`config.mk`:
```
export PLATFORM = sky130hd
export DESIGN_NAME = serial_subtractor_ctrl
export DESIGN_NICKNAME = d
export VERILOG_FILES = /design/src/rtl/sub_ctrl_pkg.sv /design/src/rtl/full_subtractor.sv /design/src/rtl/serial_subtractor_ctrl.sv
export SDC_FILE = /design/constraint.sdc
export NUM_CORES = 1
export LEC_CHECK = 0
export CAP_MARGIN = 0
export CORE_ASPECT_RATIO = 0.9
export CORE_MARGIN = 1
export CORE_UTILIZATION = 50
export CTS_CLUSTER_DIAMETER = 50
export DETAILED_ROUTE_END_ITERATION = 6
export PLACE_DENSITY = 0.74
export SLEW_MARGIN = 40
export SYNTH_ARGS = -nofsm -noshare
export SYNTH_HDL_FRONTEND = slang
export SYNTH_SLANG_ARGS = --single-unit
```
`constraint.sdc`:
```
create_clock -name clk -period 1.93 [get_ports clk]
set_input_delay 0.386 -clock clk [delete_from_list [all_inputs] [get_ports clk]]
set_output_delay 0.386 -clock clk [all_outputs]
set_load 0.01 [all_outputs]
```
`src/rtl/sub_ctrl_pkg.sv`:
```
// Shared types and helpers for the bit-serial subtractor controller.
package sub_ctrl_pkg;

  typedef enum logic [1:0] {
    StIdle = 2'd0,
    StRun  = 2'd1,
    StDone = 2'd2
  } sub_state_e;

  // Bit counter width; never narrower than one bit.
  function automatic int unsigned cnt_width(input int unsigned width);
    return (width <= 2) ? 1 : $clog2(width);
  endfunction

endpackage

```
`src/rtl/full_subtractor.sv`:
```
// One-bit full subtractor cell: diff = a - b - c, bor set when the result goes negative.
module full_subtractor (
  input  logic a,
  input  logic b,
  input  logic c,
  output logic diff,
  output logic bor
);

  assign diff = a ^ b ^ c;
  assign bor  = (~a & b) | (~(a ^ b) & c);

endmodule

```
`src/rtl/serial_subtractor_ctrl.sv`:
```
// Bit-serial a - b, LSB first, one full_subtractor cell reused over WIDTH cycles.
// Define SUB_OVERFLOW_EN to add the registered signed-overflow output ovf_out.
module serial_subtractor_ctrl
  import sub_ctrl_pkg::*;
#(
  parameter int unsigned WIDTH = 8
) (
  input  logic             clk,
  input  logic             rst_n,
  input  logic             start,
  input  logic [WIDTH-1:0] a_in,
  input  logic [WIDTH-1:0] b_in,
  output logic             busy,
  output logic             done,
  output logic [WIDTH-1:0] diff_out,
  output logic             borrow_out
`ifdef SUB_OVERFLOW_EN
  ,
  output logic             ovf_out
`endif
);

  localparam int unsigned CntW = cnt_width(WIDTH);
  localparam logic [CntW-1:0] CntLast = CntW'(WIDTH - 1);

  sub_state_e       state_q, state_d;
  logic [WIDTH-1:0] a_sr_q, a_sr_d;
  logic [WIDTH-1:0] b_sr_q, b_sr_d;
  logic [WIDTH-1:0] res_sr_q, res_sr_d;
  logic             bor_q, bor_d;
  logic [CntW-1:0]  cnt_q, cnt_d;
  logic             busy_q, busy_d;
  logic             done_q, done_d;
  logic [WIDTH-1:0] diff_q, diff_d;
  logic             borrow_q, borrow_d;
  logic             cell_diff, cell_bor;
  logic [WIDTH-1:0] res_next;

  full_subtractor u_cell (
    .a    (a_sr_q[0]),
    .b    (b_sr_q[0]),
    .c    (bor_q),
    .diff (cell_diff),
    .bor  (cell_bor)
  );

  assign res_next = {cell_diff, res_sr_q[WIDTH-1:1]};

`ifdef SUB_OVERFLOW_EN
  logic ovf_q, ovf_d;
  // On the last bit the shift registers hold the operand MSBs at bit 0.
  logic ovf_calc;
  assign ovf_calc = (a_sr_q[0] != b_sr_q[0]) && (cell_diff != a_sr_q[0]);
`endif

  always_comb begin
    state_d  = state_q;
    a_sr_d   = a_sr_q;
    b_sr_d   = b_sr_q;
    res_sr_d = res_sr_q;
    bor_d    = bor_q;
    cnt_d    = cnt_q;
    busy_d   = busy_q;
    done_d   = done_q;
    diff_d   = diff_q;
    borrow_d = borrow_q;
`ifdef SUB_OVERFLOW_EN
    ovf_d    = ovf_q;
`endif
    unique case (state_q)
      StIdle: begin
        if (start) begin
          a_sr_d  = a_in;
          b_sr_d  = b_in;
          bor_d   = 1'b0;
          cnt_d   = '0;
          busy_d  = 1'b1;
          state_d = StRun;
        end
      end
      StRun: begin
        a_sr_d   = a_sr_q >> 1;
        b_sr_d   = b_sr_q >> 1;
        res_sr_d = res_next;
        bor_d    = cell_bor;
        cnt_d    = cnt_q + 1'b1;
        if (cnt_q == CntLast) begin
          diff_d   = res_next;
          borrow_d = cell_bor;
          busy_d   = 1'b0;
          done_d   = 1'b1;
          state_d  = StDone;
`ifdef SUB_OVERFLOW_EN
          ovf_d    = ovf_calc;
`endif
        end
      end
      StDone: begin
        done_d  = 1'b0;
        state_d = StIdle;
      end
      default: state_d = StIdle;
    endcase
  end

  always_ff @(posedge clk or negedge rst_n) begin
    if (!rst_n) begin
      state_q  <= StIdle;
      a_sr_q   <= '0;
      b_sr_q   <= '0;
      res_sr_q <= '0;
      bor_q    <= 1'b0;
      cnt_q    <= '0;
      busy_q   <= 1'b0;
      done_q   <= 1'b0;
      diff_q   <= '0;
      borrow_q <= 1'b0;
`ifdef SUB_OVERFLOW_EN
      ovf_q    <= 1'b0;
`endif
    end else begin
      state_q  <= state_d;
      a_sr_q   <= a_sr_d;
      b_sr_q   <= b_sr_d;
      res_sr_q <= res_sr_d;
      bor_q    <= bor_d;
      cnt_q    <= cnt_d;
      busy_q   <= busy_d;
      done_q   <= done_d;
      diff_q   <= diff_d;
      borrow_q <= borrow_d;
`ifdef SUB_OVERFLOW_EN
      ovf_q    <= ovf_d;
`endif
    end
  end

  assign busy       = busy_q;
  assign done       = done_q;
  assign diff_out   = diff_q;
  assign borrow_out = borrow_q;
`ifdef SUB_OVERFLOW_EN
  assign ovf_out    = ovf_q;
`endif

endmodule

```
======== Word level (Yosys, flattened, before mapping) ========
Cells that the tools add are included.
operators by class
  add/sub/neg operators ................... 1
  eq/ne operators ......................... 5
  muxes and demuxes ....................... 16
  bitwise operators ....................... 7
  reductions and logical operators ........ 8
operator list
  kind                                                  number
  one-hot mux 8 bit (2 select lines)                    2
  two-way mux 8 bit                                     2
  AND reduction 2 bit                                   4
  one-hot mux 1 bit (2 select lines)                    3
  one-hot mux 3 bit (2 select lines)                    1
  two-way mux 1 bit                                     4
  two-way mux 2 bit                                     2
  != test 2 bit (second input constant)                 2
  one-hot mux 2 bit (2 select lines)                    1
  nonzero test 2 bit                                    2
  adder 3 x 1 -> 3 bit (second input constant)          1
  equality test 3 bit (second input constant)           1
  two-way mux 3 bit                                     1
  AND reduction 3 bit                                   1
  AND 1 bit                                             2
  equality test 2 x 1 -> 1 bit (second input constant)  1
  equality test 2 bit (second input constant)           1
  zero test 2 bit                                       1
  NOT 1 bit                                             2
  XOR 1 bit                                             2
  OR 1 bit                                              1
storage, ports and cells
  register bits after elaboration ......... 41
  input bits .............................. 19
  output and inout port bits .............. 11
  word-level logic and storage cells ...... 47

======== Depth between registers and ports, before layout ========
  depth in word-level cells ............... 5
  gate-level depth with buffers ........... 6
  depth with buffers taken out ............ 5

======== Hierarchy ========
A second synthesis with hierarchy kept.
second synthesis, totals
  cell total of the unflattened synthesis .. 159
  area, all modules ....................... 1721.7 µm²
modules (own cells, without submodules)
  module                  instances  cells each  area each (µm²)  seq. area each (µm²)
  serial_subtractor_ctrl  1          155         1690.4           1001.0
  full_subtractor         1          4           31.3             0.0

======== Least setup slack after synthesis ========
OpenSTA, ideal clock, no wires.
  path type ............................... register -> register
  from .................................... register cnt_q[0]
  to ...................................... register diff_q[0], in the netlist diff_out[0]
  library setup time ...................... 0.125 ns
  data arrival time ....................... 1.319 ns
  data required time ...................... 1.805 ns
  setup slack ............................. 0.486 ns
  cell stages (with the launch flop) ...... 6
  buffers on the path ..................... 1
  clock period less this slack ............ 1.444 ns
  cells stage by stage .................... dfrtp_1 -> ha_1 -> ha_1 -> nand3b_4 -> buf_6 -> mux2_4
between the ends
  cells in the longest elaborated chain, start to end .. 2
ends and longest elaborated chain
  what                           RTL line                       text
  start: declaration             serial_subtractor_ctrl.sv:31   logic [CntW-1:0] cnt_q, cnt_d;
  start signal: assignment       serial_subtractor_ctrl.sv:127  cnt_q <= cnt_d;
  equality test 3 bit            serial_subtractor_ctrl.sv:87   if (cnt_q == CntLast) begin
  AND reduction 2 bit (no line)  --
  end signal: assignment         serial_subtractor_ctrl.sv:130  diff_q <= diff_d;
  end: declaration               serial_subtractor_ctrl.sv:34   logic [WIDTH-1:0] diff_q, diff_d;
Every way passes these cells.
A chain may end at the register's enable or synchronous reset.

======== Worst setup path after layout ========
  from .................................... register done_q, in the netlist done
  to ...................................... output port done
RTL lines
  what                      RTL line                       text
  start: declaration        serial_subtractor_ctrl.sv:33   logic done_q, done_d;
  start signal: assignment  serial_subtractor_ctrl.sv:129  done_q <= done_d;
  end: declaration          serial_subtractor_ctrl.sv:14   output logic done,
No word-level cell between the ends.

==> flow_summary.ini <==
[outcome]
outcome = complete, no violations

[critical_path]
crit_buf_inv = 1
end_kind = output pin
r2r_end = res_sr_q[1]$_DFFE_PN0N_
reg2reg_from = state_q[1]$_DFFE_PN0P_
crit_end = done
arrival_ps = 1220
timing.critical_path.from = done$_DFFE_PN0P_
cp-start-kind = flop
reg2reg_depth = 3
critPathKind = flop to output pin
worstPathMaxFanout = 3
slowest_stage = clkdlybuf4s50_1
max_stage_delay_ps = 550
crit_family = buffers and inverters
critical_path_depth = 1
worstPathRequired_ps = 1540
path_cells = clkdlybuf4s50_1
reg2reg_slack_ps = 430

[power]
p_leak_nw = 0.942
power_density_mw_per_mm2 = 1580
worst_ir_drop_vdd_v = 0.000604

[floorplanning]
die_width_um = 64.4
die_h_um = 58.2
core_mm2 = 0.00335
num_rows = 20
dieArea_mm2 = 0.00374
initial_core_util = 0.522
top_level_ports = 30

[timing]
worst_pin_slew_ps = 490
fin_crit_ps = 1610
slew_violations = 0
clock_skew_ps = 4.92
hold_viol = 0
clock.fmax_mhz = 623
fin_crit_sh = 0.832
tns_ps = 0
rsz0062_at_grt = no
setup_viol = 0
slew_headroom = 0.674
hold_ws_ps = 138

[min_path]
hold_class = input pin to async pin

[cells_and_area]
n_antenna_cell = 0
fin_util = 0.638
fillers = 258
final_cell_mix = 40 x dfrtp_1, 28 x clkdlybuf4s50_1, 10 x nor2_1
drive_gt1_frac = 0.228
mostFrequentLayoutCell = dfrtp_1
final_area_mm2 = 0.00214
num-nets-final = 189
syn2layout_area_growth_pct = 22.1

[clock_network]
postCtsSetupRepairBufs = 0
htree_levels = 2
cts.sinks = 40
clock_path_buffers = 2
hold_buffers = 0
worstSkewPairLatency_ps = 290
cts_buffers = 5
cts_resized = 0
cts_tree = done
clkTransAtPathRegs_ps = 70
root_buffer = clkbuf_8

[synthesis]
synth_area_mm2 = 0.00175
syn_nets = 158
syn_area_per_cell_um2 = 13.0
synth_edf_count = 0
async_flop_share = 1.00
yosysSeqAreaShare = 0.571
synthCells = 135
yosys_warnings = 0
synth-seq-cells = 40
synthDistinctLibCells = 27
ys.flop_type = dfrtp_1

[placement]
place.gp.congestion = 0.779
hpwl_um = 2110
numPortBuffers = 29
placed_area_mm2 = 0.00205

[routing]
viasPerCell = 5.32
dr_wl_met3_um = 118
drtIter0Drc = 44
ant_nets = 0
drc_errors = 0
drt-met1-wl_um = 1410
post_drt_wl_per_cell_um = 14.2
routed_wl_um = 3000
drtPass1Iterations = 4
route.met2.wl_um = 1410
top_layer = met4
num_vias = 1123

[job]
drv_cap = 0

[global_route]
grt_overflow_total = 0
grt_max_degree = 41
antenna_found_initial = 0
track_usage = 0.187
grt_pass1_vias = 1098
grt_pass1_wl_um = 5070
## metrics by stage
stage / power, mW / setup slack (ps) / instances
global placement: 2.77 / 363 / 203
floorplan: 2.43 / 486 / 135
detailed placement: 2.84 / 316 / 203
finish: 3.37 / 324 / 211
CTS: 3.42 / 305 / 211
global route: 3.61 / 273 / 211
## cell families after synthesis
family	Yosys count	synth area share
buf+inv	12	0.0457
mux	15	0.114
compound gates	36	0.145
simple gates	28	0.0914
flops	40	0.571
fa+ha+maj	4	0.0329
## area by class of cell
type | count | area [µm²] | area share
Timing Repair Buffer | 31 | 300 | 0.140
Clock inverter | 2 | 10.0 | 0.00468
Sequential cell | 40 | 1000 | 0.468
Clock buffer | 6 | 82.6 | 0.0386
Multi-Input combinational cell | 83 | 671 | 0.314
Tap cell | 44 | 55.1 | 0.0257
Inverter | 5 | 18.8 | 0.00878
## registers in the layout, summed over array words and instances (netlist names)
| signal | count |
|---|---|
| res_sr_q | 7 |
| done | 1 |
| borrow_out | 1 |
| state_q | 2 |
| a_sr_q | 8 |
| cnt_q | 3 |
| diff_out | 8 |
| busy | 1 |
| bor_q | 1 |
| b_sr_q | 8 |
## synth_stat cells, drive strengths merged, types with 3 or more instances
master,count,share of area
a21oi,9,0.026
buf,6,0.033
dfrtp,40,0.57
ha,3,0.021
inv,5,0.011
mux2,15,0.11
nand2,6,0.014
nand3b,8,0.041
nor2,10,0.021
o21ai,7,0.020
o221a,7,0.045
o22ai,8,0.029
## where the power goes
group          leakage [nW]  switching, mW  internal (mW)
Combinational         0.422          0.518          0.781
Sequential            0.468          0.275           1.24
Clock                0.0510          0.272          0.285
Total                 0.942           1.07           2.30
## per-layer routing
metal,up-vias,track usage
met1,538,0.232
met4,0,0.0952
met2,28,0.305
li1,550,-
met3,7,0.0472
met5,-,0
## how the worst min path moves through the flow
stage / endpoint / slack, ps / cells past startpoint
global placement: b_sr_q[3]$_DFFE_PN0P_ / 460 / 2
CTS: b_sr_q[2]$_DFFE_PN0P_ / 150 / 2
finish: b_sr_q[1]$_DFFE_PN0P_ / 140 / 2
floorplan: a_sr_q[0]$_DFFE_PN0P_ / 90 / 0
global route: b_sr_q[1]$_DFFE_PN0P_ / 180 / 2
detailed placement: b_sr_q[2]$_DFFE_PN0P_ / 460 / 2
Note: power is estimated with default switching activity, not from simulation.
